File: config.mk
export PLATFORM = sky130hd
export DESIGN_NAME = affine_accum
export DESIGN_NICKNAME = d
export VERILOG_FILES = /design/src/rtl/affinex_pkg.sv /design/src/rtl/affine_accum_sat_round.sv /design/src/rtl/affine_accum.sv
export SDC_FILE = /design/constraint.sdc
export NUM_CORES = 1
export LEC_CHECK = 0
export ABC_AREA = 1
export CAP_MARGIN = 25
export CORE_UTILIZATION = 48
export DETAILED_ROUTE_END_ITERATION = 6
export PLACE_DENSITY = 0.69
export SYNTH_ARGS = -nofsm -noshare
export SYNTH_HDL_FRONTEND = slang
export SYNTH_SLANG_ARGS = --single-unit
File: constraint.sdc
create_clock -name clk -period 10.7 [get_ports clk]
set_input_delay 2.14 -clock clk [delete_from_list [all_inputs] [get_ports clk]]
set_output_delay 2.14 -clock clk [all_outputs]
set_load 0.03 [all_outputs]
File: src/rtl/affinex_pkg.sv
// affinex_pkg: shared widths and saturation limits for the affine datapath
package affinex_pkg;
    localparam int DEF_WIDTH = 16;
    localparam int DEF_FRAC  = 8;
    localparam int ACC_W     = 2*DEF_WIDTH+2;
    function automatic longint sat_max(int w);
        return (longint'(1) <<< (w-1)) - 1;
    endfunction
    function automatic longint sat_min(int w);
        return -(longint'(1) <<< (w-1));
    endfunction
    localparam longint SAT_MAX = sat_max(DEF_WIDTH);
    localparam longint SAT_MIN = sat_min(DEF_WIDTH);
endpackage

File: src/rtl/affine_accum_sat_round.sv
// sat_round: round half up, rescale by FRAC and clip a wide total to WIDTH bits
module sat_round
    import affinex_pkg::*;
#(
    parameter int WIDTH = DEF_WIDTH,
    parameter int FRAC  = DEF_FRAC
) (
    input  logic [2*WIDTH+1:0] i_total,
    output logic [WIDTH-1:0]   o_result,
    output logic               o_clip
);
    localparam int AW = 2*WIDTH+2;
    localparam logic signed [AW-1:0] HALF = (FRAC > 0) ? AW'(longint'(1) <<< (FRAC > 0 ? FRAC-1 : 0)) : '0;
    localparam logic signed [AW-1:0] MAXV = AW'(sat_max(WIDTH));
    localparam logic signed [AW-1:0] MINV = AW'(sat_min(WIDTH));
    logic signed [AW-1:0] w_shift;
    logic                 w_hi;
    logic                 w_lo;
    assign w_shift  = ($signed(i_total) + HALF) >>> FRAC;
    assign w_hi     = w_shift > MAXV;
    assign w_lo     = w_shift < MINV;
    assign o_clip   = w_hi || w_lo;
    assign o_result = w_hi ? MAXV[WIDTH-1:0] : w_lo ? MINV[WIDTH-1:0] : w_shift[WIDTH-1:0];
endmodule

File: src/rtl/affine_accum.sv
// affine_accum: sums TERMS products plus offset, rounds/saturates, emits via valid/ready
module affine_accum
    import affinex_pkg::*;
#(
    parameter int WIDTH = DEF_WIDTH,
    parameter int FRAC  = DEF_FRAC,
    parameter int TERMS = 2
) (
    input  logic               clk,
    input  logic               rst_n,
    input  logic               i_clear,
    input  logic [2*WIDTH-1:0] i_prod,
    input  logic               i_prod_valid,
    input  logic [WIDTH-1:0]   i_offset,
    output logic               o_accept,
    output logic [WIDTH-1:0]   o_out,
    output logic               o_out_valid,
    input  logic               i_out_ready,
    output logic               o_busy,
    output logic               o_sat,
    output logic               o_err
);
    localparam int AW = 2*WIDTH+2;
    localparam int CW = (TERMS > 1) ? $clog2(TERMS) : 1;
    localparam logic [CW-1:0] LAST = CW'(TERMS-1);
    logic signed [AW-1:0] r_acc;
    logic signed [AW-1:0] w_prod;
    logic signed [AW-1:0] w_total;
    logic [CW-1:0]        r_count;
    logic [WIDTH-1:0]     r_out;
    logic [WIDTH-1:0]     w_res;
    logic                 r_out_valid;
    logic                 r_sat;
    logic                 r_err;
    logic                 w_clip;
    logic                 w_last;
    logic                 w_take;
    assign w_last      = r_count == LAST;
    // only a final product needs the output register, so only it can be refused
    assign o_accept    = !(r_out_valid && !i_out_ready && w_last);
    assign w_take      = i_prod_valid && o_accept;
    assign w_prod      = AW'($signed(i_prod));
    assign w_total     = r_acc + w_prod + (AW'($signed(i_offset)) <<< FRAC);
    assign o_out       = r_out;
    assign o_out_valid = r_out_valid;
    assign o_busy      = r_count != '0;
    assign o_sat       = r_sat;
    assign o_err       = r_err;
    sat_round #(.WIDTH(WIDTH), .FRAC(FRAC)) u_sat (
        .i_total  (w_total),
        .o_result (w_res),
        .o_clip   (w_clip)
    );
    always_ff @(posedge clk or negedge rst_n) begin
        if (!rst_n) begin
            r_acc       <= '0;
            r_count     <= '0;
            r_out       <= '0;
            r_out_valid <= 1'b0;
            r_sat       <= 1'b0;
            r_err       <= 1'b0;
        end else if (i_clear) begin
            r_acc       <= '0;
            r_count     <= '0;
            r_out       <= '0;
            r_out_valid <= 1'b0;
            r_sat       <= 1'b0;
            r_err       <= 1'b0;
        end else begin
            if (r_out_valid && i_out_ready) r_out_valid <= 1'b0;
            if (i_prod_valid && !o_accept) r_err <= 1'b1;
            if (w_take && w_last) begin
                r_out       <= w_res;
                r_out_valid <= 1'b1;
                r_sat       <= r_sat || w_clip;
                r_acc       <= '0;
                r_count     <= '0;
            end else if (w_take) begin
                r_acc   <= r_acc + w_prod;
                r_count <= r_count + 1'b1;
            end
        end
    end
endmodule

# After elaboration in Yosys (flattened, before gate mapping)
# Cells that the tools add are included.
# word_totals
reg_bits,54
in_bits,53
wordCells,43
# classes
addsub,4
n_lt_le_gt_ge,2
muxes,17
n_reduce_logical,14
# ops
cell,count
34-bit 2-to-1 mux,3
16-bit 2-to-1 mux,4
34-bit by 24-bit adder with 34-bit output,1
34-bit by 32-bit adder with 34-bit output,1
"34-bit by 9-bit adder with 34-bit output, second input constant",1
"26-bit by 16-bit > comparator with 1-bit output, second input constant",1
"26-bit by 16-bit < comparator with 1-bit output, second input constant",1
1-bit 2-to-1 mux,10
1-bit logical AND,6
3-bit nonzero test,2
2-bit nonzero test,2
1-bit logical NOT,2
1-bit logical OR,2
"1-bit adder, second input constant",1

# Logic depth before layout (Yosys ltp)
# depth
word_depth,8
depth_mapped,36
mapped_depth_nobuf,35

# Modules after synthesis
# A second synthesis with hierarchy kept.
# unflattened
hier_cells,1032
hier_area_um2,6617.6
# modules_own_cells
module,n_inst,cells_each,area_each_um2,seq_area_each_um2
affine_accum,1,834,5666.7,1351.3
sat_round,1,198,950.9,0.0

# Worst setup path before layout
# Ideal clock, no wire load.
# synth_timing
path_type,input -> register
from,in i_prod[0]
to,"reg r_out[3], in the netlist o_out[3]"
setup_time_ps,117
arrival_time_ps,5732
slack_ps,4851
cell_stages,33
path_cell_list,ha_1 inv_1 fa_1 inv_1 nand3_1 nand2_1 nand2_1 nand2_1 a21boi_0 o21ai_0 a21o_1 a21o_1 nand2_1 nand2_1 nand2_1 and2_1 ha_1 nand2_1 nor2_1 inv_1 nor2_1 nand4_1 nand4_1 nand2_1 nor2_1 nand2_1 nor3_4 nand3_2 nand2_4 buf_8 nand2_1 nand2_1 nand2_1
# synth_via
elab_chain_cells,8
# synth_lines
element,line_no,rtl
from (decl),affine_accum.sv:12,"input logic [2*WIDTH-1:0] i_prod,"
34-bit by 32-bit adder with 34-bit output *,affine_accum.sv:43,assign w_total = r_acc + w_prod + (AW'($signed(i_offset)) <<< FRAC);
34-bit by 24-bit adder with 34-bit output *,affine_accum.sv:43,
34-bit by 9-bit adder with 34-bit output *,affine_accum_sat_round.sv:19,assign w_shift = ($signed(i_total) + HALF) >>> FRAC;
26-bit by 16-bit < comparator with 1-bit output,affine_accum_sat_round.sv:21,assign w_lo = w_shift < MINV;
16-bit 2-to-1 mux,affine_accum_sat_round.sv:23,assign o_result = w_hi ? MAXV[WIDTH-1:0] : w_lo ? MINV[WIDTH-1:0] : w_shift[WIDTH-1:0];
16-bit 2-to-1 mux *,affine_accum_sat_round.sv:23,
16-bit 2-to-1 mux *,affine_accum.sv:72,if (w_take && w_last) begin
16-bit 2-to-1 mux *,affine_accum.sv:62,end else if (i_clear) begin
to (signal assigned),affine_accum.sv:73,r_out <= w_res;
to (decl),affine_accum.sv:30,logic [WIDTH-1:0] r_out;
# Mark *: on every way between the ends. The rest lies on a longest branch, timed or not. The select of a mux whose other input is x is not followed.
# A chain may end at the register's enable or synchronous reset.

# Final worst setup path
# layout_timing
from,in i_prod[0]
to,"reg r_out[13], in the netlist o_out[13]"
# Same word-level chain as after synthesis.

==> impl_metrics.ini <==
[run_status]
status = finished, violations left
violations = design-rule violations

[global_routing]
grt.overflow.total = 0
grt_pass1_wl_um = 26140
grt_start_max_net_pins = 55
antenna_found_initial = 0
grtUsageTotal_pct = 26.26
first_global_vias = 5488

[power_and_ir_drop]
switchingPower_mw = 1.320
leakage_nw = 3.586
peakVddDrop_v = 0.0002204
pwr-share-comb_pct = 78.8
pwr-share-seq_pct = 12.8
p_int_mw = 1.040
cellPowerDensity_mw_per_mm2 = 347.4
finalPower_mw = 2.360
switching_share_pct = 55.92
clockPowerShare_pct = 8.3

[clocking]
cts_buffer_depth = 2
cts.sink_count = 54
postCtsSetupBuffers = 0
clock_latency_ps = 310
cts_tree = built
clk_pin_slew_ps = 70
cts_root_buf = clkbuf_16
numCtsBuffers = 5
ctsHoldBuffers = 0
cts_resized = 0
h-tree-depth = 2

[critical_path]
cp-start-kind = input pin
critical_path_class = input pin to flip-flop
crit_fanout = 16
r2r_end = o_out[13]
required_ps = 10900
crit_slowest_cell = clkdlybuf4s50_1
end_kind = flip-flop
reg2reg_slack_ps = 5900
r2r-start = r_acc[0]
crit_top_cell = nand2_1
cpPeakStageDelay_ps = 460
reg2regPathDepth = 32
worstPathArrival_ps = 6940

[place]
dpl_cell_area_mm2 = 0.006619
port_buffers = 73
pre_cts_ws_ps = 3652
gp_congestion = 0.9622
dp_hpwl_um = 12460
placedCellCount = 1075

[timing]
max_freq_mhz = 148.3
fin_setup_tns_ps = 0
setup_ws_ps = 3955
fin_crit_ps = 6745
slew_viol_final = 0
fin_hold_ws_ps = 479.3
setup_viol = 0
relSlewSlack_pct = 52.51
grt_setup_unrepaired = false
worst_slew_pin_slew_ps = 712.3
fin_skew_ps = 12.66
fin_crit_sh_pct = 63.04
hold_viol_final = 0

[synthesis]
syn_avg_cell_area_um2 = 6.659
seq_area_frac_synth_pct = 23.43
syn_nets = 980
synth.distinct_cells = 40
yosysWarningCount = 0
ys_ff_latch = 54
netlist_area_mm2 = 0.005767
syn_inst = 866

[route]
routed_wl_um = 15530
dr_wl_met2_um = 7233
vias = 5732
ant_nets = 0
drc = 25
wl_met1_um = 7283
wl_per_cell_um = 14.32
drt-initial-drc-count = 468
top_layer = met4
met3_length_um = 823
firstDrtPassIters = 7
vias_per_cell = 5.288

[run]
maxCapViolations = 0

[die]
rows = 39
die_area_mm2 = 0.01246
design.core.area_mm2 = 0.01156
dieHeight_um = 111.6
ios = 74
start_util_pct = 49.86
dieWidth_um = 111.6

[hold_path]
hold_path.class = flip-flop to flip-flop
hold_depth = 2
min_to = o_out[0]
min_from = o_out[0]

[finish]
fin_cells = 1084
layout-drive-gt1-share_pct = 4.995
seq_area_mm2 = 0.001351
syn_to_final_growth_pct = 17.79
diodes = 0
fill_cells = 1159
finish.utilization_pct = 58.74
multiInputGateArea_mm2 = 0.003984
num-nets-final = 1054
stdcell_area_mm2 = 0.006793
## logic make-up after synthesis
family	after synthesis	synth area share [%]
AOI/OAI and AO/OA	155	15.93
buffers and inverters	105	7.529
adders and majority gates	61	13.50
xor gates and xnor gates	40	6.075
and+or+nand+nor	451	33.54
DFF	54	23.43
## per-layer routing
metal / GRT usage, % / vias to the layer above
li1: - / 2987
met3: 3.919 / 15
met2: 44.54 / 147
met1: 35.03 / 2583
met4: 6.577 / 0
met5: 0 / -
## power by group through the flow
stage,Sequential (mW),Combinational (mW),Clock (mW)
6_report,0.302,1.86,0.197
5_1_grt,0.310,2.09,0.209
4_1_cts,0.302,1.85,0.200
3_5_place_dp,0.305,1.84,0
3_3_place_gp,0.305,1.84,0
2_1_floorplan,0.328,1.40,0
## area by class of cell
cell class,instances,share of cell area (%)
clock inverter,2,0.5526
timing repair buffer,77,11.13
clock buffer,6,1.897
tap,143,2.634
multi-input combinational,707,58.65
inverter,95,5.250
sequential,54,19.89
## cell usage in the layout (no fill, tap or decap), types with 2 or more instances in the layout
cell type,instances
inv_1,92
ha_1,59
o41ai_1,2
nand3_1,40
a21oi_1,70
fa_1,2
o21ai_0,37
nand3_2,7
inv_2,2
o21bai_1,8
nand2_1,281
nor2_1,76
nand4_1,7
buf_4,4
nand2_4,5
a31oi_1,2
and2_1,4
a22o_1,18
xnor2_1,12
dfrtp_1,54
clkbuf_16,5
nand2_2,14
o31ai_1,2
a21boi_0,2
clkdlybuf4s50_1,72
nor3_1,8
nor2_2,4
a21o_1,10
xor2_1,28
## worst max path at each step
stage / from / end
2_1_floorplan: i_prod[0] / o_out[3]
4_1_cts: i_prod[0] / o_out[14]
6_report: i_prod[0] / o_out[13]
3_3_place_gp: i_prod[0] / o_out[14]
5_1_grt: i_prod[0] / o_out[12]
3_5_place_dp: i_prod[0] / o_out[14]
## registers in the layout, indices dropped and copies added, names as in the netlist
register,cells
o_sat,1
r_acc,34
o_busy,1
o_err,1
o_out_valid,1
o_out,16
## critical path: cells and delay by family
family | cells | cell delay (ps)
simple gates | 19 | 1970
fa+ha+maj | 3 | 970
buf+inv | 6 | 840
compound gates | 4 | 750
xor+xnor | 1 | 250
## Yosys cell counts (all sizes together)
cell type / instances / area [µm²]
o41ai: 2 / 17.52
nand3b: 1 / 7.510
o21bai: 8 / 60.06
fa: 2 / 40.04
a21o: 10 / 75.07
a31oi: 2 / 12.51
o22ai: 1 / 6.260
xnor2: 12 / 105.1
dfrtp: 54 / 1351
nand3: 47 / 270.3
nor3: 9 / 56.31
o21ai: 37 / 185.2
xor2: 28 / 245.2
a22o: 18 / 157.7
and3: 1 / 6.260
clkinv: 1 / 3.750
nand4: 8 / 56.30
clkbuf: 7 / 36.28
nor2: 80 / 307.8
buf: 3 / 41.29
nor4: 1 / 6.260
and2: 4 / 25.02
nand2: 300 / 1199
o21a: 1 / 7.510
inv: 94 / 352.8
a21boi: 2 / 15.01
o211ai: 1 / 7.510
a21oi: 71 / 359.1
o31ai: 2 / 15.01
ha: 59 / 738.2
(Power assumes the default switching activity.)
